--- src/rtl/mem_gpio_irq_if.sv ---
// iomem bus bundle between the address-decode master and a peripheral slave.
// Single-cycle-ack protocol: valid is held until ready, wstrb==0 marks a read.
interface mem_gpio_irq_if;
    logic        mem_valid;
    logic        mem_ready;
    logic [31:0] mem_addr;
    logic [31:0] mem_wdata;
    logic [3:0]  mem_wstrb;
    logic [31:0] mem_rdata;

    modport master (
        output mem_valid,
        output mem_addr,
        output mem_wdata,
        output mem_wstrb,
        input  mem_ready,
        input  mem_rdata
    );

    modport slave (
        input  mem_valid,
        input  mem_addr,
        input  mem_wdata,
        input  mem_wstrb,
        output mem_ready,
        output mem_rdata
    );
endinterface

--- src/rtl/mem_gpio_irq.sv ---
// Memory-mapped GPIO with input synchronisers, atomic SET/CLR/TGL of the
// output latch, and per-pin rising/falling edge capture into a W1C pending
// register whose OR drives a registered level interrupt.
module mem_gpio_irq #(
    parameter int WIDTH       = 32,
    parameter int SYNC_STAGES = 2
) (
    input  logic             clk,
    input  logic             rstn,
    mem_gpio_irq_if.slave    bus,
    output logic [WIDTH-1:0] gpio_oe,
    output logic [WIDTH-1:0] gpio_do,
    input  logic [WIDTH-1:0] gpio_di,
    output logic             irq
);

    // Register indices (mem_addr[5:2])
    localparam logic [3:0] IDX_DOUT    = 4'd0;
    localparam logic [3:0] IDX_OE      = 4'd1;
    localparam logic [3:0] IDX_DIN     = 4'd2;
    localparam logic [3:0] IDX_SET     = 4'd3;
    localparam logic [3:0] IDX_CLR     = 4'd4;
    localparam logic [3:0] IDX_TGL     = 4'd5;
    localparam logic [3:0] IDX_RISE_EN = 4'd6;
    localparam logic [3:0] IDX_FALL_EN = 4'd7;
    localparam logic [3:0] IDX_PEND    = 4'd8;

    typedef enum logic {
        ST_IDLE,
        ST_ACK
    } state_t;

    state_t state_reg, state_next;
    logic   accept;

    logic [WIDTH-1:0] dout_reg, dout_next;
    logic [WIDTH-1:0] oe_reg, oe_next;
    logic [WIDTH-1:0] rise_en_reg, rise_en_next;
    logic [WIDTH-1:0] fall_en_reg, fall_en_next;
    logic [WIDTH-1:0] pend_reg, pend_next;
    logic [WIDTH-1:0] prev_reg;
    logic [SYNC_STAGES-1:0][WIDTH-1:0] sync_reg;
    logic             irq_reg;
    logic [31:0]      rdata_reg;
    logic [31:0]      rd_val;

    logic [31:0]      byte_mask;
    logic [WIDTH-1:0] wmask;
    logic [WIDTH-1:0] wbits;
    logic [WIDTH-1:0] clr_mask;
    logic [WIDTH-1:0] sync_val;
    logic [WIDTH-1:0] rise;
    logic [WIDTH-1:0] fall;
    logic [3:0]       idx;
    logic             is_wr;
    logic             unused_bits;

    // Expand byte strobes into a bit mask; bits above WIDTH are simply dropped.
    genvar gi;
    generate
        for (gi = 0; gi < 4; gi++) begin : g_byte_mask
            assign byte_mask[8*gi +: 8] = {8{bus.mem_wstrb[gi]}};
        end
    endgenerate

    assign idx         = bus.mem_addr[5:2];
    assign is_wr       = accept && (bus.mem_wstrb != 4'b0000);
    assign wmask       = byte_mask[WIDTH-1:0];
    assign wbits       = bus.mem_wdata[WIDTH-1:0] & wmask;
    assign sync_val    = sync_reg[SYNC_STAGES-1];
    assign rise        = sync_val & ~prev_reg;
    assign fall        = ~sync_val & prev_reg;
    assign unused_bits = ^{bus.mem_addr[31:6], bus.mem_addr[1:0], bus.mem_wdata, byte_mask};

    // Handshake state register; an aborted access simply falls back to idle.
    always_ff @(posedge clk) begin
        if (!rstn) begin
            state_reg <= ST_IDLE;
        end else begin
            state_reg <= state_next;
        end
    end

    // Accept only from idle so a valid still held during the ack cycle is ignored.
    always_comb begin
        state_next = state_reg;
        accept     = 1'b0;
        case (state_reg)
            ST_IDLE: begin
                if (bus.mem_valid) begin
                    accept     = 1'b1;
                    state_next = ST_ACK;
                end
            end
            ST_ACK: begin
                state_next = ST_IDLE;
            end
            default: state_next = ST_IDLE;
        endcase
    end

    // Next values of the writable registers, including the atomic DOUT ops.
    always_comb begin
        dout_next    = dout_reg;
        oe_next      = oe_reg;
        rise_en_next = rise_en_reg;
        fall_en_next = fall_en_reg;
        clr_mask     = '0;
        if (is_wr) begin
            case (idx)
                IDX_DOUT:    dout_next    = (dout_reg & ~wmask) | wbits;
                IDX_OE:      oe_next      = (oe_reg & ~wmask) | wbits;
                IDX_SET:     dout_next    = dout_reg | wbits;
                IDX_CLR:     dout_next    = dout_reg & ~wbits;
                IDX_TGL:     dout_next    = dout_reg ^ wbits;
                IDX_RISE_EN: rise_en_next = (rise_en_reg & ~wmask) | wbits;
                IDX_FALL_EN: fall_en_next = (fall_en_reg & ~wmask) | wbits;
                IDX_PEND:    clr_mask     = wbits;
                default:     ;
            endcase
        end
        // New edges are OR-ed in after the clear, so a same-cycle edge wins.
        pend_next = (pend_reg & ~clr_mask) | (rise & rise_en_reg) | (fall & fall_en_reg);
    end

    // Read mux; write-only and unmapped indices read as zero.
    always_comb begin
        rd_val = '0;
        case (idx)
            IDX_DOUT:    rd_val[WIDTH-1:0] = dout_reg;
            IDX_OE:      rd_val[WIDTH-1:0] = oe_reg;
            IDX_DIN:     rd_val[WIDTH-1:0] = sync_val;
            IDX_RISE_EN: rd_val[WIDTH-1:0] = rise_en_reg;
            IDX_FALL_EN: rd_val[WIDTH-1:0] = fall_en_reg;
            IDX_PEND:    rd_val[WIDTH-1:0] = pend_reg;
            default:     rd_val = '0;
        endcase
    end

    // Register file, synchroniser chain, edge history and bus response flops.
    always_ff @(posedge clk) begin
        if (!rstn) begin
            dout_reg    <= '0;
            oe_reg      <= '0;
            rise_en_reg <= '0;
            fall_en_reg <= '0;
            pend_reg    <= '0;
            prev_reg    <= '0;
            sync_reg    <= '0;
            irq_reg     <= 1'b0;
            rdata_reg   <= '0;
        end else begin
            dout_reg    <= dout_next;
            oe_reg      <= oe_next;
            rise_en_reg <= rise_en_next;
            fall_en_reg <= fall_en_next;
            pend_reg    <= pend_next;
            prev_reg    <= sync_val;
            if (SYNC_STAGES > 1) begin
                sync_reg <= {sync_reg[SYNC_STAGES-2:0], gpio_di};
            end else begin
                sync_reg[0] <= gpio_di;
            end
            // irq is a flop of the OR so the pin never glitches.
            irq_reg     <= |pend_next;
            // rdata only carries data during the ack cycle, zero otherwise.
            rdata_reg   <= accept ? rd_val : 32'h0;
        end
    end

    assign bus.mem_ready = (state_reg == ST_ACK);
    assign bus.mem_rdata = rdata_reg;
    assign gpio_do       = dout_reg;
    assign gpio_oe       = oe_reg;
    assign irq           = irq_reg;

endmodule

--- src/flat_wrapper.sv ---
// flat-port wrapper written by rule: the top's interface ports become plain ports
module mem_gpio_irq_flat 
#(
    parameter int WIDTH       = 32,
    parameter int SYNC_STAGES = 2
)
  (clk, rstn, gpio_oe, gpio_do, gpio_di, irq, bus_mem_valid, bus_mem_addr, bus_mem_wdata, bus_mem_wstrb, bus_mem_ready, bus_mem_rdata);
  mem_gpio_irq_if bus_i ();
  input  logic clk;
  input  logic rstn;
  output logic [WIDTH-1:0] gpio_oe;
  output logic [WIDTH-1:0] gpio_do;
  input  logic [WIDTH-1:0] gpio_di;
  output logic irq;
  input wire logic [$bits(bus_i.mem_valid)-1:0] bus_mem_valid;
  input wire logic [$bits(bus_i.mem_addr)-1:0] bus_mem_addr;
  input wire logic [$bits(bus_i.mem_wdata)-1:0] bus_mem_wdata;
  input wire logic [$bits(bus_i.mem_wstrb)-1:0] bus_mem_wstrb;
  output wire logic [$bits(bus_i.mem_ready)-1:0] bus_mem_ready;
  output wire logic [$bits(bus_i.mem_rdata)-1:0] bus_mem_rdata;
  assign bus_i.mem_valid = bus_mem_valid;
  assign bus_i.mem_addr = bus_mem_addr;
  assign bus_i.mem_wdata = bus_mem_wdata;
  assign bus_i.mem_wstrb = bus_mem_wstrb;
  assign bus_mem_ready = bus_i.mem_ready;
  assign bus_mem_rdata = bus_i.mem_rdata;
  mem_gpio_irq #(.WIDTH(WIDTH), .SYNC_STAGES(SYNC_STAGES)) u_core (.clk(clk), .rstn(rstn), .bus(bus_i), .gpio_oe(gpio_oe), .gpio_do(gpio_do), .gpio_di(gpio_di), .irq(irq));
endmodule
--- config.mk ---
export PLATFORM = sky130hd
export DESIGN_NAME = mem_gpio_irq_flat
export DESIGN_NICKNAME = d
export VERILOG_FILES = /design/src/rtl/mem_gpio_irq_if.sv /design/src/rtl/mem_gpio_irq.sv /design/src/flat_wrapper.sv
export SDC_FILE = /design/constraint.sdc
export NUM_CORES = 1
export LEC_CHECK = 0
export CORE_MARGIN = 3
export CORE_UTILIZATION = 50
export DETAILED_ROUTE_END_ITERATION = 10
export PLACE_DENSITY = 0.79
export SYNTH_ARGS = -nofsm -noshare
export SYNTH_HDL_FRONTEND = slang
export SYNTH_SLANG_ARGS = --single-unit
--- constraint.sdc ---
create_clock -name clk -period 3.5 [get_ports clk]
set_input_delay 0.7 -clock clk [delete_from_list [all_inputs] [get_ports clk]]
set_output_delay 0.7 -clock clk [all_outputs]
set_load 0.05 [all_outputs]
== Word-level counts from Yosys, hierarchy flattened ==
Index checks and enable logic that the tools add are counted.
Widths: inputs -> output; s select.

* Logic and storage cells: 61
* Bits of input ports: 103
* Register bits after elaboration: 290
* Memories kept: 0
* Bits in latches: 0
* ROM bits: 0
* Output and inout port bits: 98
* Memory bits (writable): 0

* Order comparisons: 0
* Muxes and demuxes: 7
* Reductions and logical operators: 10
* Bitwise operators: 25
* $add $sub $neg: 0
* $mul: 0
* Divide/modulo/power cells: 0
* Shift operators: 0
* Eq/ne operators: 8

{| class="wikitable"
|+ Operators by type and width
! cell !! count
|-
| $and 32x32->32 || 11
|-
| $or 32x32->32 || 7
|-
| $pmux 32 s6 || 1
|-
| $not 32->32 || 5
|-
| $pmux 32 s4 || 1
|-
| $mux 32 || 2
|-
| $reduce_or 32->1 || 1
|-
| $xor 32x32->32 || 1
|-
| $eq 4x3->1 const B || 4
|-
| $reduce_and 2->1 || 5
|-
| $eq 4x2->1 const B || 2
|-
| $reduce_bool 4->1 || 2
|-
| $eq 4x1->1 const B || 1
|-
| $eq 4x4->1 const B || 1
|-
| $logic_not 4->1 || 1
|-
| $mux 1 || 2
|-
| $pmux 1 s2 || 1
|-
| $logic_and 1x1->1 || 1
|-
| $not 1->1 || 1
|}

== Depth between registers and ports, before layout ==
* Depth in word-level cells: 9
* Depth in mapped cells: 9
* Gate-level depth less buffers: 6

== Least setup slack after synthesis ==
OpenSTA, ideal clock, no wires.

* Path kind: input to register
* From: input bus_mem_addr[3]
* To: register u_core.irq_reg (netlist: u_core.irq)
* Arrival time: 2.605 ns
* Setup slack: 0.770 ns
* Required time: 3.375 ns
* Stages: 6
* Buffers on the path: 1
* Cells stage by stage: buf_6 > or4b_4 > o31ai_2 > o211ai_1 > or4_1 > o41a_1

* Cells in the longest elaborated chain, start to end: 8

{| class="wikitable"
|+ Ends and longest elaborated chain
! element !! line !! text
|-
| from (decl) || flat_wrapper.sv:16 || <nowiki>input wire logic [$bits(bus_i.mem_addr)-1:0] bus_mem_addr;</nowiki>
|-
| $eq 4x4->1 || mem_gpio_irq.sv:110 || <nowiki>case (idx)</nowiki>
|-
| $mux 32 || mem_gpio_irq.sv:110 ||
|-
| $mux 32 || mem_gpio_irq.sv:109 || <nowiki>if (is_wr) begin</nowiki>
|-
| $not 32->32 || mem_gpio_irq.sv:123 || <nowiki>pend_next = (pend_reg & ~clr_mask) | (rise & rise_en_reg) | (fall & fall_en_reg);</nowiki>
|-
| $and 32x32->32 || mem_gpio_irq.sv:123 ||
|-
| $or 32x32->32 (2 in a row) || mem_gpio_irq.sv:123 ||
|-
| $reduce_or 32->1 || mem_gpio_irq.sv:165 || <nowiki>irq_reg <= |pend_next;</nowiki>
|-
| to (signal assigned) || mem_gpio_irq.sv:165 ||
|-
| to (decl) || mem_gpio_irq.sv:43 || <nowiki>logic irq_reg;</nowiki>
|}

No other way between the ends.
A chain may end at the register's enable or synchronous reset.

== Worst setup path after layout ==
Ends and elaborated chain as after synthesis.

==> impl_metrics.json <==
{
  "synthArstFlopShare": 0,
  "coreArea_um2": 23750,
  "grt_max_degree": 125,
  "critPathKind": "in -> reg",
  "holdCritStartpoint": "u_core.sync_reg[30]$_SDFF_PN0_",
  "seq_area_frac_synth": 0.4745,
  "setup_viol_count_final": 0,
  "postCtsHoldBufs": 0,
  "drive_gt1_frac": 0.07619,
  "num_rows": 56,
  "dpl.hpwl_um": 22040,
  "yosys_warnings": 0,
  "worst_pin_slew_ns": 0.7917,
  "die_area_um2": 26380,
  "drv_slew": 0,
  "postCtsSetupRepairBufs": 0,
  "cellPowerDensity_nw_per_um2": 457.9,
  "r2r-start": "u_core.bus.mem_ready$_SDFF_PN0_",
  "worst_ep_required_time_ns": 3.93,
  "io_pins": 201,
  "ir_drop_mv": 0.4166,
  "critical_path.top_delay_family": "simple AND/OR/NAND/NOR gates",
  "synthDominantCellAreaShare": 0.4745,
  "hp-class": "reg -> reg",
  "crit_fanout": 13,
  "portBuffers": 172,
  "syn-cell-area_um2": 12230,
  "rsz0062_at_grt": "no",
  "ys_types": 34,
  "finalPower_mw": 7.076,
  "synth_edf_count": 0,
  "final_area_um2": 15450,
  "initial_core_util": 0.5151,
  "h-tree-depth": 1,
  "cpMaxStageDelayCell": "or4b_4",
  "synth_fp_nets": 1418,
  "crit_arrival_ns": 3.33,
  "setup_ws_ns": 0.6011,
  "drtPass1Iterations": 5,
  "area_delta_synth_final_pct": 26.29,
  "cp_num_buf_inv": 1,
  "cap_viol_max_count": 0,
  "clock_skew_ns": 0.01130,
  "nets": 1584,
  "final.setup.tns_ns": 0,
  "relSlewSlack": 0.4653,
  "synth.area.top_cells": "dfxtp_1 (47%), mux2i_1 (7.9%), nor2b_1 (7.7%)",
  "clock_path_buffers": 3,
  "cts_root_buf": "clkbuf_16",
  "finalHoldViolations": 0,
  "grt_overflow": 0,
  "initialDrtViolationCount": 898,
  "chipWidth_um": 162.4,
  "whs_ns": 0.4278,
  "postRouteAntennaNets": 0,
  "avgRoutedWirePerCell_um": 18.97,
  "grt_pass1_wl_um": 53390,
  "synthTopCellsByCount": "dfxtp_1 (290), nor2b_1 (150), and2_1 (112)",
  "via_per_inst": 5.853,
  "dp_slack_ns": 0.1011,
  "gp_congestion": 0.8300,
  "worstSetupStartpointType": "primary input",
  "postSynthAreaPerCell_um2": 9.536,
  "cpPeakStageDelay_ns": 0.68,
  "routed_wl_um": 33960,
  "max_freq_mhz": 345.0,
  "period_minus_slack_ns": 2.899,
  "cts-buffers-inserted": 29,
  "clk_pin_slew_ns": 0.06,
  "synth_top_area_cell": "dfxtp_1",
  "antenna_found_initial": 2,
  "crit_start": "bus_mem_addr[3]",
  "synth_seq_cells": 290,
  "grt_pass1_vias": 10076,
  "cts_sinks": 290,
  "path_cells": "clkdlybuf4s50_1, or4b_4, o31ai_1, o211ai_1, nor4_1, nand3_1, o41a_1",
  "synthCells": 1283,
  "remaining_drc_errors": 0,
  "ys.flop_type": "dfxtp_1",
  "outcome": "finished clean",
  "period_share": 0.8283,
  "dieHeight_um": 162.4,
  "grt_use_total": 0.2482,
  "place_area_um2": 14460,
  "cts_resized": 0,
  "via_count": 10477,
  "leakage_nw": 5.907,
  "synthMostInstantiatedCell": "dfxtp_1",
  "worstSetupEndpointType": "flop",
  "insertion_delay_ns": 0.54,
  "cts_tree": "done"
}
[cells by family after synthesis]
logic type,Yosys count,share of synthesized area
compound gates,262,0.1403
flops,290,0.4745
simple gates,513,0.2442
mux,96,0.07854
xor+xnor,1,0.0007160
buf+inv,89,0.02894
fa+ha+maj,32,0.03273
[cells in the final DEF (no fill, tap or decap), types with 2 or more instances in the layout]
cell type,instances
dfxtp_1,290
clkdlybuf4s50_1,170
nor2b_1,149
and2_1,112
nand2_1,101
mux2i_1,96
a22oi_1,96
nand3b_1,64
a31oi_1,64
a21oi_1,49
buf_4,49
nand3_1,46
ha_1,32
clkbuf_16,29
nand4_1,20
o21ai_0,19
o211ai_1,15
o31ai_1,12
clkbuf_8,9
nand2b_1,4
o21ai_1,4
clkinvlp_4,4
nor4_1,3
clkbuf_1,3
buf_12,3
nor3_2,2
or3_1,2
clkinv_4,2
clkinv_2,2
bufinv_16,2
[power breakdown]
part           internal [mW]  total [mW]  switching, mW  leakage [nW]
logic                  0.223       0.518          0.296          3.08
clock network           1.86        3.15           1.29         0.475
registers               3.36        3.40         0.0416          2.35
[final cells by class]
cell class | instances | area (um^2)
clock buffer | 41 | 860.8
clock inverter | 11 | 126.4
fill | 1919 | 8302
multi-input combinational | 904 | 6118
sequential | 290 | 5806
timing repair buffer | 223 | 2135
inverter | 1 | 3.754
tap | 319 | 399.1
antenna | 1 | 2.502
[through the flow]
step	util	instances
finish	0.6505	1790
global placement	0.6088	1737
CTS	0.6504	1789
floorplan	-	1283
detailed placement	0.6088	1737
global route	0.6505	1790
[path summary, 6_finish.rpt]
check / end / slack, ns / depth (start not counted)
worst max-delay path: u_core.irq$_SDFF_PN0_ / 0.60 / 7
worst min-delay path: u_core.sync_val[30]$_SDFF_PN0_ / 0.43 / 1
worst max register to register: u_core.irq$_SDFF_PN0_ / 1.07 / 6
worst min register to register: u_core.sync_val[30]$_SDFF_PN0_ / 0.43 / 1
[worst reg2reg max path, stage by stage (launching register included)]
cell and delay [ns]:
dfxtp_1 0.32, nand2b_1 0.43, o31ai_1 0.36, o211ai_1 0.16, nor4_1 0.46, nand3_1 0.20
o41a_1 0.39
[per-layer routing]
metal / up-vias / share of wire / track usage
met4: 2 / 0.024 / 0.07406
li1: 4908 / - / -
met1: 5061 / 0.42 / 0.3344
met3: 68 / 0.092 / 0.05315
met2: 438 / 0.46 / 0.4020
met5: - / 0.00038 / 0
No activity file was read; power rests on OpenSTA's default activity.
